**config.mk**
```make
export PLATFORM = sky130hd
export DESIGN_NAME = pattern_det
export DESIGN_NICKNAME = d
export VERILOG_FILES = /design/src/rtl/pattern_det_pkg.sv /design/src/rtl/pattern_det_window.sv /design/src/rtl/pattern_det.sv
export SDC_FILE = /design/constraint.sdc
export NUM_CORES = 1
export LEC_CHECK = 0
export BUFFER_PORTS_ARGS = -buffer_cell sky130_fd_sc_hd__clkbuf_2
export CAP_MARGIN = 20
export CORE_AREA = 2 2 39 41
export DETAILED_ROUTE_END_ITERATION = 8
export DIE_AREA = 0 0 41 43
export GPL_ROUTABILITY_DRIVEN = 0
export GPL_TIMING_DRIVEN = 0
export PLACE_DENSITY = 0.66
export SLEW_MARGIN = 15
export SYNTH_ARGS = -nofsm -noshare
export SYNTH_HDL_FRONTEND = slang
export SYNTH_SLANG_ARGS = --single-unit
export TNS_END_PERCENT = 5
```
**constraint.sdc**
```tcl
create_clock -name clk -period 2.13 [get_ports clk]
set_input_delay 0.3195 -clock clk [delete_from_list [all_inputs] [get_ports clk]]
set_output_delay 0.3195 -clock clk [all_outputs]
set_load 0.02 [all_outputs]
```
**src/rtl/pattern_det_pkg.sv**
```systemverilog
// Shared types and helpers for the pattern_det serial pattern detector.
package pattern_det_pkg;

    // Largest supported pattern length.
    localparam int PAT_W_MAX = 32;

    // Detector FSM states: FILL while the window is still collecting bits,
    // ARMED once every valid bit completes a full window.
    typedef enum logic [0:0] {
        FILL  = 1'b0,
        ARMED = 1'b1
    } state_t;

    // Width needed to count 0..pat_w filled window positions.
    function automatic int fill_w(input int pat_w);
        return $clog2(pat_w + 1);
    endfunction

endpackage

```
**src/rtl/pattern_det_window.sv**
```systemverilog
// Sliding history window and fill counter for pattern_det.
// window[0] is the newest bit; full_next tells the compare logic that the
// window will hold PAT_W fresh bits once the current bit is shifted in.
module pattern_det_window
    import pattern_det_pkg::*;
#(
    parameter int PAT_W = 3
) (
    input  logic             clk,
    input  logic             rst,
    input  logic             shift,
    input  logic             data_bit,
    input  logic             flush,
    output logic [PAT_W-1:0] window,
    output logic [PAT_W-1:0] next_window,
    output logic             full_next
);

    localparam int               FW       = fill_w(PAT_W);
    localparam logic [FW-1:0]    FILL_MAX = FW'(PAT_W);
    localparam logic [FW-1:0]    FILL_ONE = FW'(1'b1);

    logic [PAT_W-1:0] window_r;
    logic [FW-1:0]    fill_r;

    // Window contents after shifting in the current bit.
    if (PAT_W == 1) begin : g_single
        assign next_window = data_bit;
    end else begin : g_multi
        assign next_window = {window_r[PAT_W-2:0], data_bit};
    end

    // The shift completes (or keeps) a full window when at most one bit is missing.
    always_comb begin
        full_next = 1'b0;
        if (shift && (fill_r >= (FILL_MAX - FILL_ONE))) begin
            full_next = 1'b1;
        end else begin
            full_next = 1'b0;
        end
    end

    // History register and saturating fill count; flush restarts collection.
    always_ff @(posedge clk) begin
        if (rst) begin
            window_r <= '0;
            fill_r   <= '0;
        end else if (flush) begin
            window_r <= '0;
            fill_r   <= '0;
        end else if (shift) begin
            window_r <= next_window;
            if (fill_r != FILL_MAX) begin
                fill_r <= fill_r + FILL_ONE;
            end
        end
    end

    assign window = window_r;

endmodule

```
**src/rtl/pattern_det.sv**
```systemverilog
// Parametrised serial bit-pattern detector with runtime-loadable pattern,
// don't-care mask and overlapping / non-overlapping match modes.
// Optional saturating detection counter: define PATDET_COUNT_EN.
module pattern_det
    import pattern_det_pkg::*;
#(
    parameter int               PAT_W       = 3,
    parameter logic [PAT_W-1:0] DEF_PATTERN = '0,
    parameter logic [PAT_W-1:0] DEF_MASK    = '1,
    parameter int               DCNT_W      = 8
) (
    input  logic              clk,
    input  logic              rst,
    input  logic              din,
    input  logic              din_valid,
    input  logic              cfg_load,
    input  logic [PAT_W-1:0]  cfg_pattern,
    input  logic [PAT_W-1:0]  cfg_mask,
    input  logic              cfg_overlap,
`ifdef PATDET_COUNT_EN
    output logic [DCNT_W-1:0] det_count,
`endif
    output logic              detected
);

    if ((PAT_W < 1) || (PAT_W > PAT_W_MAX) || (DCNT_W < 1)) begin : g_param_check
        $error("pattern_det: PAT_W or DCNT_W out of range");
    end

    state_t           state_r;
    state_t           state_nxt_s;
    logic [PAT_W-1:0] pattern_r;
    logic [PAT_W-1:0] mask_r;
    logic             overlap_r;
    logic             shift_s;
    logic             flush_s;
    logic             restart_s;
    logic             cmp_s;
    logic             match_s;
    logic             full_next_s;
    logic [PAT_W-1:0] next_window_s;
    logic [PAT_W-1:0] window_unused_s;  // current window, not needed here

    // A load discards the bit presented alongside it.
    assign shift_s = din_valid & ~cfg_load;
    assign flush_s = cfg_load | restart_s;

    pattern_det_window #(
        .PAT_W (PAT_W)
    ) u_window (
        .clk         (clk),
        .rst         (rst),
        .shift       (shift_s),
        .data_bit    (din),
        .flush       (flush_s),
        .window      (window_unused_s),
        .next_window (next_window_s),
        .full_next   (full_next_s)
    );

    // Masked compare of the window including the current bit.
    always_comb begin
        cmp_s = 1'b0;
        if (((next_window_s ^ pattern_r) & mask_r) == '0) begin
            cmp_s = 1'b1;
        end else begin
            cmp_s = 1'b0;
        end
    end

    // Next state, match qualification and non-overlap restart.
    always_comb begin
        state_nxt_s = state_r;
        match_s     = 1'b0;
        restart_s   = 1'b0;
        case (state_r)
            FILL: begin
                if (full_next_s) begin
                    match_s = cmp_s;
                    if (cmp_s && !overlap_r) begin
                        restart_s   = 1'b1;
                        state_nxt_s = FILL;
                    end else begin
                        state_nxt_s = ARMED;
                    end
                end else begin
                    state_nxt_s = FILL;
                end
            end
            ARMED: begin
                if (shift_s) begin
                    match_s = cmp_s;
                    if (cmp_s && !overlap_r) begin
                        restart_s   = 1'b1;
                        state_nxt_s = FILL;
                    end else begin
                        state_nxt_s = ARMED;
                    end
                end else begin
                    state_nxt_s = ARMED;
                end
            end
            default: begin
                state_nxt_s = FILL;
            end
        endcase
        if (cfg_load) begin
            state_nxt_s = FILL;
            match_s     = 1'b0;
            restart_s   = 1'b0;
        end else begin
            state_nxt_s = state_nxt_s;
        end
    end

    // State, configuration and registered match pulse.
    always_ff @(posedge clk) begin
        if (rst) begin
            state_r   <= FILL;
            pattern_r <= DEF_PATTERN;
            mask_r    <= DEF_MASK;
            overlap_r <= 1'b1;
            detected  <= 1'b0;
        end else begin
            state_r  <= state_nxt_s;
            detected <= match_s;
            if (cfg_load) begin
                pattern_r <= cfg_pattern;
                mask_r    <= cfg_mask;
                overlap_r <= cfg_overlap;
            end
        end
    end

`ifdef PATDET_COUNT_EN
    logic [DCNT_W-1:0] count_r;

    // Saturating detection counter, cleared on reset and configuration load.
    always_ff @(posedge clk) begin
        if (rst) begin
            count_r <= '0;
        end else if (cfg_load) begin
            count_r <= '0;
        end else if (match_s && (count_r != {DCNT_W{1'b1}})) begin
            count_r <= count_r + {{(DCNT_W-1){1'b0}}, 1'b1};
        end
    end

    assign det_count = count_r;
`endif

endmodule

```
==> flow_metrics.tcl <==
set metrics [dict create \
    die_height_microns 43 \
    maxSlewViolCount 0 \
    area_growth_syn_to_layout_pct 17.46 \
    critical_path.cell_chain "xor2_1 -> a222oi_1 -> a2111oi_0" \
    cts_buffer_depth 2 \
    clk_pin_slew_worst_paths_ps 80 \
    grt_use_total 0.1581 \
    drc 0 \
    hold_violations 0 \
    synth_cell_type_count 22 \
    synthCells 56 \
    timing.setup.tns_ps 0 \
    dp_slack_ps 478.6 \
    port_buffers 11 \
    post_drt_via_cell_ratio 5.322 \
    dp_hpwl_microns 772.5 \
    grt-ovfl-total 0 \
    power_density_nw_per_um2 689.4 \
    ys_seq_area_frac 0.4483 \
    fp-row-count 14 \
    synth.ff_latch_count 13 \
    period_share 0.7408 \
    start_util 0.4195 \
    die_area_sq_um 1763 \
    startpoint_type "flip-flop" \
    crit_fanout 6 \
    crit_arrival_ps 1700 \
    grt_max_degree 11 \
    critPathBufInv 0 \
    cts_hold_buf 0 \
    dieWidth_microns 41 \
    max_freq_mhz 633.8 \
    post_cts_resized 0 \
    setup_violations 0 \
    syn_area_sq_um 580.6 \
    slew_headroom 0.5077 \
    layout_commonest_cell "dfxtp_1" \
    status "completed" \
    cts_root_buf "clkbuf_4" \
    pin_count 13 \
    cts_max_level 1 \
    drtAntennaViolNets 0 \
    cp_top_family "compound AO/OA/AOI/OAI gates" \
    yosys_warnings 0 \
    cap_violations 0 \
    power.leakage_nw 0.3202 \
    clock_sinks 13 \
    worst_slew_pin_slew_ps 738.5 \
    fin_cells 87 \
    synth_nets 70 \
    syn_avg_cell_area_sq_um 10.37 \
    synth_top_area_share 0.4483 \
    r2r_slack_ps 550 \
    wl_microns 1017 \
    drive_gt1_frac 0.2394 \
    n_antenna_cell 0 \
    worstSetupPathType "reg -> reg" \
    skew_ps 2.060 \
    end_kind "flip-flop" \
    drtIter0Drc 8 \
    holdWs_ps 258.4 \
    timing.final.crit_period_ps 1578 \
    antenna_found_initial 0 \
    wl_per_cell_microns 11.69 \
    nNetsFinal 86 \
    hp-class "in -> reg" \
    worst_path_largest_cell_delay_ps 690 \
    synth_area_leaders "dfxtp_1 (45%), mux2i_1 (14%), a2111oi_0 (4.5%)" \
    mostFrequentLayoutCells "dfxtp_1 (13), clkbuf_2 (11), mux2i_1 (8)" \
    ir_drop_mv 0.4054 \
    post-cts-setup-buffers 0 \
    slowest_stage "a222oi_1" \
    cts_tree "done" \
    place_inst 83 \
    first_pass_iters 5 \
    rsz0062_at_grt "no" \
    num_vias 463 \
    grt_pass1_vias 436 \
    grt_pass1_wl_microns 1780 \
    synth_top_area_cell "dfxtp_1" \
    coreArea_sq_um 1384 \
    clk_latency_ps 280 \
    setup_slack_ps 552.2 \
    cts_buffers 3 \
    worst_ep_required_time_ps 2250 \
]
## cells by family after synthesis
| family | count (synthesis) | share of synthesized area |
|---|---|---|
| XOR/XNOR | 4 | 0.06036 |
| multiplexers | 8 | 0.1379 |
| adder cells (fa/ha/maj) | 2 | 0.04310 |
| AND/OR/NAND/NOR | 14 | 0.1465 |
| buffers and inverters | 5 | 0.03447 |
| flip-flops | 13 | 0.4483 |
| AO/OA/AOI/OAI | 10 | 0.1293 |
## worst paths after layout
kind,to,from,cells after the start
worst max register to register,u_window.window[1],pattern_r[0],3
worst min register to register,state_r,overlap_r,2
worst min-delay path,mask_r[0],cfg_mask[0],3
worst max-delay path,u_window.window[1],pattern_r[0],3
## metal layers
layer	vias to the layer above	part of all wire	GRT usage
met2	10	0.48	0.2250
li1	232	-	-
met3	5	0.044	0.04712
met5	-	0	0
met1	216	0.44	0.1788
met4	0	0.039	0.1400
## cell usage after synthesis
library cell	count
a2111oi_0	3
a21oi_1	1
a222oi_1	1
a31oi_1	1
buf_2	1
clkbuf_1	1
dfxtp_1	13
ha_1	2
inv_1	3
mux2i_1	8
nand2_1	4
nand2b_1	1
nor2_1	4
nor3_1	2
nor3b_2	1
nor4b_2	1
o211ai_1	2
o21a_1	1
o21ai_0	1
or4bb_1	1
xnor2_1	1
xor2_1	3
## area by class of cell
type	instances	area, sq um
fill	133	701.9
multi-input combinational	38	300.3
sequential	13	260.3
timing repair buffer	11	55.05
clock buffer	4	26.28
tap	16	20.02
inverter	3	11.26
buffer	2	8.758
## where the power goes
| group | internal (mW) | switching [mW] | total, mW |
|---|---|---|---|
| sequential | 0.253 | 0.00666 | 0.260 |
| combinational | 0.0278 | 0.0289 | 0.0567 |
| clock | 0.0727 | 0.0808 | 0.154 |
## worst register-to-register path: stages, from the launching register on
cell and delay [ps]:
dfxtp_1 320, xor2_1 170, a222oi_1 690, a2111oi_0 240
## flip-flops by register name (all words and copies together), names as in the netlist
signal           cells
mask_r               3
detected             1
pattern_r            3
u_window.window      2
overlap_r            1
u_window.fill_r      2
state_r              1
## through the flow
step                utilization  power [mW]  cell area, sq um
CTS                      0.4928      0.4753             681.9
global route             0.4928      0.4970             681.9
finish                   0.4928      0.4701             681.9
global placement         0.4738      0.3216             655.6
detailed placement       0.4738      0.3229             655.6
floorplan                     -      0.3026             580.6
No activity file was read; power rests on OpenSTA's default activity.
